$ cat src/rtl/proc_pkg.sv
// Shared constants for the execute stage: opcodes, branch conditions,
// PSR bit positions and the stage FSM encoding.
package proc_pkg;

  localparam logic [3:0] OP_NOP = 4'd0;
  localparam logic [3:0] OP_LD  = 4'd1;
  localparam logic [3:0] OP_STR = 4'd2;
  localparam logic [3:0] OP_BRA = 4'd3;
  localparam logic [3:0] OP_XOR = 4'd4;
  localparam logic [3:0] OP_ADD = 4'd5;
  localparam logic [3:0] OP_ROT = 4'd6;
  localparam logic [3:0] OP_SHF = 4'd7;
  localparam logic [3:0] OP_HLT = 4'd8;
  localparam logic [3:0] OP_CMP = 4'd9;

  localparam logic [3:0] CC_ALW = 4'd0;
  localparam logic [3:0] CC_P   = 4'd1;
  localparam logic [3:0] CC_E   = 4'd2;
  localparam logic [3:0] CC_C   = 4'd3;
  localparam logic [3:0] CC_N   = 4'd4;
  localparam logic [3:0] CC_Z   = 4'd5;
  localparam logic [3:0] CC_NC  = 4'd6;
  localparam logic [3:0] CC_GT  = 4'd7;

  localparam int PSR_C = 0;
  localparam int PSR_P = 1;
  localparam int PSR_E = 2;
  localparam int PSR_N = 3;
  localparam int PSR_Z = 4;

  typedef enum logic [1:0] {
    S_IDLE = 2'd0,
    S_ITER = 2'd1,
    S_DONE = 2'd2
  } state_t;

endpackage

$ cat src/rtl/psr_calc.sv
// Combinational PSR flag generator.
// Ports: i_result, i_carry_in, i_carry_valid -> o_flags (C only when valid).
module psr_calc
  import proc_pkg::*;
#(
  parameter int DATA_W = 32
) (
  input  logic [DATA_W-1:0] i_result,
  input  logic              i_carry_in,
  input  logic              i_carry_valid,
  output logic [4:0]        o_flags
);

  always_comb begin
    o_flags        = '0;
    o_flags[PSR_C] = i_carry_valid & i_carry_in;
    o_flags[PSR_P] = ^i_result;
    o_flags[PSR_E] = ~i_result[0];
    o_flags[PSR_N] = i_result[DATA_W-1];
    o_flags[PSR_Z] = (i_result == '0);
  end

endmodule

$ cat src/rtl/exec_unit.sv
// Execute stage: ALU, PSR update, branch resolve, bit-serial shift/rotate.
// Ports: decoded op in (in_valid/in_ready), result out (out_valid/out_ready).
module exec_unit
  import proc_pkg::*;
#(
  parameter int DATA_W  = 32,
  parameter int FIELD_W = 12
) (
  input  logic               clk,
  input  logic               reset,
  input  logic               in_valid,
  output logic               in_ready,
  input  logic [3:0]         opcode,
  input  logic [3:0]         cc,
  input  logic               src_type,
  input  logic [FIELD_W-1:0] src_field,
  input  logic [DATA_W-1:0]  src_data,
  input  logic [DATA_W-1:0]  dest_data,
  output logic               out_valid,
  input  logic               out_ready,
  output logic [DATA_W-1:0]  result,
  output logic               result_we,
  output logic               branch_taken,
  output logic               halt,
  output logic [4:0]         psr
);

  localparam int CW = $clog2(DATA_W) + 1;

  state_t r_state, w_state_nxt;

  logic [DATA_W-1:0]  r_d;
  logic [CW-1:0]      r_cnt;
  logic               r_left;
  logic               r_rot;
  logic [DATA_W-1:0]  r_result;
  logic               r_we;
  logic               r_br;
  logic               r_halt;
  logic [4:0]         r_psr;

  logic [DATA_W-1:0]  w_src;
  logic [FIELD_W-1:0] w_mag;
  logic [CW-1:0]      w_k;
  logic               w_is_sh;
  logic               w_shift_go;
  logic [DATA_W:0]    w_sum;

  logic [DATA_W-1:0]  w_res;
  logic               w_we;
  logic               w_cy;
  logic               w_cyv;
  logic               w_upd;
  logic               w_br;
  logic               w_hlt;

  logic               w_shout;
  logic               w_fill;
  logic [DATA_W-1:0]  w_shv;

  logic [DATA_W-1:0]  w_pc_res;
  logic               w_pc_cy;
  logic               w_pc_cyv;
  logic [4:0]         w_flags;
  logic [4:0]         w_psr_nxt;

  assign w_src = src_type ? DATA_W'(src_field) : src_data;

  // Count is signed: magnitude sets k, sign sets direction.
  assign w_mag = src_field[FIELD_W-1] ? (~src_field + 1'b1) : src_field;
  assign w_is_sh = (opcode == OP_ROT) || (opcode == OP_SHF);

  // SHF saturates at full width (result all fill); ROT wraps mod width.
  always_comb begin
    w_k = CW'(w_mag[CW-2:0]);
    if (opcode == OP_SHF) begin
      if (w_mag >= FIELD_W'(DATA_W)) w_k = CW'(DATA_W);
    end
  end

  assign w_shift_go = w_is_sh && (w_k != '0);
  assign w_sum = {1'b0, dest_data} + {1'b0, w_src};

  always_comb begin
    w_res = '0;
    w_we  = 1'b0;
    w_cy  = 1'b0;
    w_cyv = 1'b0;
    w_upd = 1'b0;
    w_hlt = 1'b0;
    case (opcode)
      OP_LD:  begin w_res = w_src; w_we = 1'b1; w_upd = 1'b1; end
      OP_STR: begin w_res = w_src; w_we = 1'b1; end
      OP_XOR: begin
        w_res = dest_data ^ w_src; w_we = 1'b1; w_upd = 1'b1;
      end
      OP_ADD: begin
        w_res = w_sum[DATA_W-1:0]; w_cy = w_sum[DATA_W];
        w_cyv = 1'b1; w_we = 1'b1; w_upd = 1'b1;
      end
      OP_CMP: begin w_res = ~w_src; w_we = 1'b1; w_upd = 1'b1; end
      // Zero-length shift/rotate: value passes, carry untouched.
      OP_ROT, OP_SHF: begin
        w_res = dest_data; w_we = 1'b1; w_upd = 1'b1;
      end
      OP_HLT: w_hlt = 1'b1;
      default: ;
    endcase
  end

  always_comb begin
    w_br = 1'b0;
    if (opcode == OP_BRA) begin
      case (cc)
        CC_ALW: w_br = 1'b1;
        CC_P:   w_br = r_psr[PSR_P];
        CC_E:   w_br = r_psr[PSR_E];
        CC_C:   w_br = r_psr[PSR_C];
        CC_N:   w_br = r_psr[PSR_N];
        CC_Z:   w_br = r_psr[PSR_Z];
        CC_NC:  w_br = ~r_psr[PSR_C];
        CC_GT:  w_br = ~r_psr[PSR_N] & ~r_psr[PSR_Z];
        default: w_br = 1'b0;
      endcase
    end
  end

  assign w_shout = r_left ? r_d[DATA_W-1] : r_d[0];
  assign w_fill  = r_rot & w_shout;
  assign w_shv   = r_left ? {r_d[DATA_W-2:0], w_fill}
                          : {w_fill, r_d[DATA_W-1:1]};

  // Flags come from the final shift step while iterating, else the ALU.
  always_comb begin
    w_pc_res = w_res;
    w_pc_cy  = w_cy;
    w_pc_cyv = w_cyv;
    if (r_state == S_ITER) begin
      w_pc_res = w_shv;
      w_pc_cy  = w_shout;
      w_pc_cyv = 1'b1;
    end
  end

  psr_calc #(.DATA_W(DATA_W)) u_psr_calc (
    .i_result      (w_pc_res),
    .i_carry_in    (w_pc_cy),
    .i_carry_valid (w_pc_cyv),
    .o_flags       (w_flags)
  );

  assign w_psr_nxt = {w_flags[4:1], w_pc_cyv ? w_flags[PSR_C] : r_psr[PSR_C]};

  always_ff @(posedge clk) begin
    if (reset) r_state <= S_IDLE;
    else       r_state <= w_state_nxt;
  end

  always_comb begin
    w_state_nxt = r_state;
    case (r_state)
      S_IDLE: begin
        if (in_valid) w_state_nxt = w_shift_go ? S_ITER : S_DONE;
      end
      S_ITER: begin
        if (r_cnt == CW'(1)) w_state_nxt = S_DONE;
      end
      S_DONE: begin
        if (out_ready) w_state_nxt = S_IDLE;
      end
      default: w_state_nxt = S_IDLE;
    endcase
  end

  always_ff @(posedge clk) begin
    if (reset) begin
      r_d      <= '0;
      r_cnt    <= '0;
      r_left   <= 1'b0;
      r_rot    <= 1'b0;
      r_result <= '0;
      r_we     <= 1'b0;
      r_br     <= 1'b0;
      r_halt   <= 1'b0;
      r_psr    <= '0;
    end else begin
      case (r_state)
        S_IDLE: begin
          if (in_valid) begin
            r_d    <= dest_data;
            r_cnt  <= w_k;
            r_left <= ~src_field[FIELD_W-1];
            r_rot  <= (opcode == OP_ROT);
            if (!w_shift_go) begin
              r_result <= w_res;
              r_we     <= w_we;
              r_br     <= w_br;
              r_halt   <= w_hlt;
              if (w_upd) r_psr <= w_psr_nxt;
            end
          end
        end
        S_ITER: begin
          r_d   <= w_shv;
          r_cnt <= r_cnt - 1'b1;
          if (r_cnt == CW'(1)) begin
            r_result <= w_shv;
            r_we     <= 1'b1;
            r_br     <= 1'b0;
            r_halt   <= 1'b0;
            r_psr    <= w_psr_nxt;
          end
        end
        default: ;
      endcase
    end
  end

  assign in_ready     = (r_state == S_IDLE);
  assign out_valid    = (r_state == S_DONE);
  assign result       = r_result;
  assign result_we    = r_we;
  assign branch_taken = r_br;
  assign halt         = r_halt;
  assign psr          = r_psr;

endmodule

$ cat config.mk
export PLATFORM = sky130hd
export DESIGN_NAME = exec_unit
export DESIGN_NICKNAME = d
export VERILOG_FILES = /design/src/rtl/proc_pkg.sv /design/src/rtl/psr_calc.sv /design/src/rtl/exec_unit.sv
export SDC_FILE = /design/constraint.sdc
export NUM_CORES = 1
export LEC_CHECK = 0
export BUFFER_PORTS_ARGS = -buffer_cell sky130_fd_sc_hd__clkbuf_2
export CORE_MARGIN = 4
export CORE_UTILIZATION = 39
export CTS_CLUSTER_DIAMETER = 60
export CTS_CLUSTER_SIZE = 20
export DETAILED_ROUTE_END_ITERATION = 8
export GPL_TIMING_DRIVEN = 0
export PLACE_DENSITY_LB_ADDON = 0.05
export SYNTH_ARGS = -nofsm -noshare
export SYNTH_HDL_FRONTEND = slang
export SYNTH_HIERARCHICAL = 1
export SYNTH_SLANG_ARGS = --single-unit
$ cat constraint.sdc
create_clock -name clk -period 5.4 [get_ports clk]
set_input_delay 1.08 -clock clk [delete_from_list [all_inputs] [get_ports clk]]
set_output_delay 1.08 -clock clk [all_outputs]
set_load 0.01 [all_outputs]
==> impl_metrics.env <==
export IMPL_worstMarginPinSlew_ns=1.14
export IMPL_final_util_pct=47.3
export IMPL_mostFrequentLayoutCell="nor2_1"
export IMPL_final_cell_mix="135 x nor2_1, 128 x clkbuf_2, 123 x nand2_1"
export IMPL_antenna_found_initial=0
export IMPL_clock_fmax_mhz=191
export IMPL_synth_seq_cells=82
export IMPL_yosysUniqueCellTypes=69
export IMPL_preCtsSetupSlack_ns=-1.21
export IMPL_highest_layer="met4"
export IMPL_status="finished, final reports clean"
export IMPL_r2r_end="psr[1]"
export IMPL_io_pins=131
export IMPL_postRouteAntennaNets=0
export IMPL_met1_length_um=14300
export IMPL_instances_no_fill=1496
export IMPL_die_area_um2=22500
export IMPL_nets=1370
export IMPL_hold_viol_final=0
export IMPL_nFillCells=2101
export IMPL_min_period_ns=5.24
export IMPL_synth_fa_ha_area_share_pct=8.54
export IMPL_cts_buffer_depth=2
export IMPL_syn_nets=1230
export IMPL_start_kind="input port"
export IMPL_p_leak_nw=3.79
export IMPL_fin_crit_sh_pct=97.0
export IMPL_skew_ns=0.00862
export IMPL_die_h_um=150
export IMPL_synth_seq_area_share_pct=20.9
export IMPL_r2r_start="r_state[0]"
export IMPL_synth_top_family_by_area="compound AO/OA/AOI/OAI gates"
export IMPL_synth_async_reset_ratio_pct=0
export IMPL_cts_buffers_inserted=9
export IMPL_critPathArrivalTime_ns=5.46
export IMPL_grt_pass1_vias=8045
export IMPL_dp_cells=1480
export IMPL_route_met3_wl_um=2620
export IMPL_power_per_cell_area_nw_per_um2=257
export IMPL_clock_latency_ns=0.35
export IMPL_setup_viol=0
export IMPL_hold_path_cell_count=2
export IMPL_hold_start="halt"
export IMPL_wl_per_cell_um=21.9
export IMPL_clk_pin_slew_ns=0.06
export IMPL_grt_max_degree=13
export IMPL_fin_tns_setup_ns=0
export IMPL_die_w_um=150
export IMPL_syn_inst=1088
export IMPL_syn_area_per_cell_um2=7.22
export IMPL_final_area_um2=9300
export IMPL_yosys_area_top_type_share_pct=20.9
export IMPL_drc=0
export IMPL_num_rows=51
export IMPL_core_area_um2=19700
export IMPL_timing_slew_headroom_pct=23.4
export IMPL_rsz0062_at_grt="false"
export IMPL_htreeDepth=3
export IMPL_reg2reg_depth=15
export IMPL_viasPerCell=5.80
export IMPL_synth_simple_gate_area_share_pct=22.3
export IMPL_synthToLayoutAreaGrowth_pct=18.3
export IMPL_synthTopCellsByArea="dfxtp_1 21%, ha_1 8.3%, mux2i_1 7.8%"
export IMPL_vias=8681
export IMPL_antenna_cells=0
export IMPL_irDropWorstVdd_uv=127
export IMPL_setup_ws_ns=0.163
export IMPL_cts_tree="done"
export IMPL_synth_edff_count=0
export IMPL_clock_sinks=82
export IMPL_maxCapViolations=0
export IMPL_first_iter_violations=717
export IMPL_grt_usage_pct=28.6
export IMPL_drive_above_1_share_pct=16.7
export IMPL_wl_um=32800
export IMPL_cp_max_fo=10
export IMPL_ctsRootBufferMaster="clkbuf_16"
export IMPL_hold_buffers=0
export IMPL_ys_flop_type="dfxtp_1"
export IMPL_grt_pass1_wl_um=48200
export IMPL_path_class="in2reg"
export IMPL_gp_congestion=0.947
export IMPL_r2r_slack_ns=1.19
export IMPL_synth_top_area_cell="dfxtp_1"
export IMPL_slew_violations=0
export IMPL_synth_compound_area_share_pct=27.4
export IMPL_hold_class="reg2reg"
export IMPL_firstDrtPassIters=5
export IMPL_crit_path_end_kind="register"
export IMPL_placed_area_um2=8820
export IMPL_synth_area_um2=7860
export IMPL_holdPathEnd="halt"
export IMPL_met2_wirelength_um=14300
export IMPL_place_hpwl_um=25600
export IMPL_start_util_pct=40.0
export IMPL_grt_overflow=0
export IMPL_muxShareOfSynthArea_pct=9.92
export IMPL_synth_xor_area_share_pct=4.35
export IMPL_portBuffers=127
export IMPL_yosys_warnings=6
export IMPL_crit_required_ns=5.62
## metrics by stage
step	total power, mW	hold slack [ns]
2_1_floorplan	1.32	0.440
3_3_place_gp	1.62	0.445
3_5_place_dp	1.62	0.449
4_1_cts	2.33	0.458
5_1_grt	2.50	0.482
6_report	2.39	0.454
## synthesized netlist by cell type (4+ instances only)
master and n:
o31ai_1 9, and2_1 5, o21ai_0 41, a21o_1 13, ha_1 52, clkbuf_1 52, mux2_2 15, o211ai_1 39
a311oi_1 5, buf_1 12, inv_1 50, nand3_1 22, nor3_1 17, o21a_1 12, dfxtp_1 82, and3_1 4
o21bai_1 7, o21ai_1 9, xnor2_1 31, a221oi_1 14, a22oi_1 14, nand2b_1 7, mux2i_1 61, buf_2 7
or2_2 5, xor2_1 8, nor2_1 135, nor2b_1 37, a21oi_1 98, a31oi_1 13, nand2_1 124, nand4_1 13
a211oi_1 14
## repair_timing
action	4_1_cts	5_1_grt
resized for setup	11	21
endpoints found under the setup margin	2	2
pin swaps	4	9
setup buffers	1	1
## sequential cells by signal, summed over array words and instances, names as in the netlist
signal,count
r_d,32
result,32
r_cnt,6
psr,5
r_state,2
branch_taken,1
halt,1
r_left,1
r_rot,1
result_we,1
## worst max-delay path by stage
stage          startpoint     end  slack, ns  cells after the start
2_1_floorplan    src_type  psr[1]       0.21                     20
3_3_place_gp     src_type  psr[1]      -1.19                     21
3_5_place_dp     src_type  psr[1]      -1.21                     21
4_1_cts          src_type  psr[1]       0.03                     21
5_1_grt          src_type  psr[1]      0.002                     21
6_report        opcode[2]  psr[1]       0.16                     16
## cell type report
class	count	area, um2	share of cell area, %
inverters	50	188	2.02
plain buffers	77	357	3.83
well taps	265	332	3.57
multi-input cells	879	5810	62.5
repair buffers	129	651	7.00
flip-flops and latches	82	1640	17.7
clock buffers	11	233	2.50
clock inverters	3	90.1	0.969
## layer usage
metal	up-vias	track usage, %
met5	-	0
met4	0	12.0
met3	67	5.94
met2	383	44.9
met1	4043	38.0
li1	4188	-
## logic make-up after synthesis
kind of cell / after synthesis
multiplexers: 76
XOR/XNOR: 39
buffers and inverters: 127
AO/OA/AOI/OAI: 324
adder cells (fa/ha/maj): 53
flip-flops: 82
AND/OR/NAND/NOR: 387
## critical path: stages
cell and delay [ns]:
clkbuf_2 0.14, nor2b_1 0.36, and2_0 0.40, clkbuf_1 0.68
clkbuf_1 0.64, a221oi_1 0.19, a21boi_0 0.53, or2_2 0.21
inv_1 0.04, ha_1 0.29, xnor2_1 0.14, xnor2_1 0.24
xnor2_2 0.15, xnor2_2 0.17, mux2i_1 0.13, nor2_1 0.05
## power by group
| part | leakage (nW) | total [mW] | switching, mW | internal (mW) |
|---|---|---|---|---|
| clock network | 0.156 | 0.705 | 0.257 | 0.448 |
| registers | 0.672 | 0.689 | 0.0358 | 0.653 |
| logic | 2.96 | 0.998 | 0.587 | 0.411 |
Power figures use the tool's default switching activity.
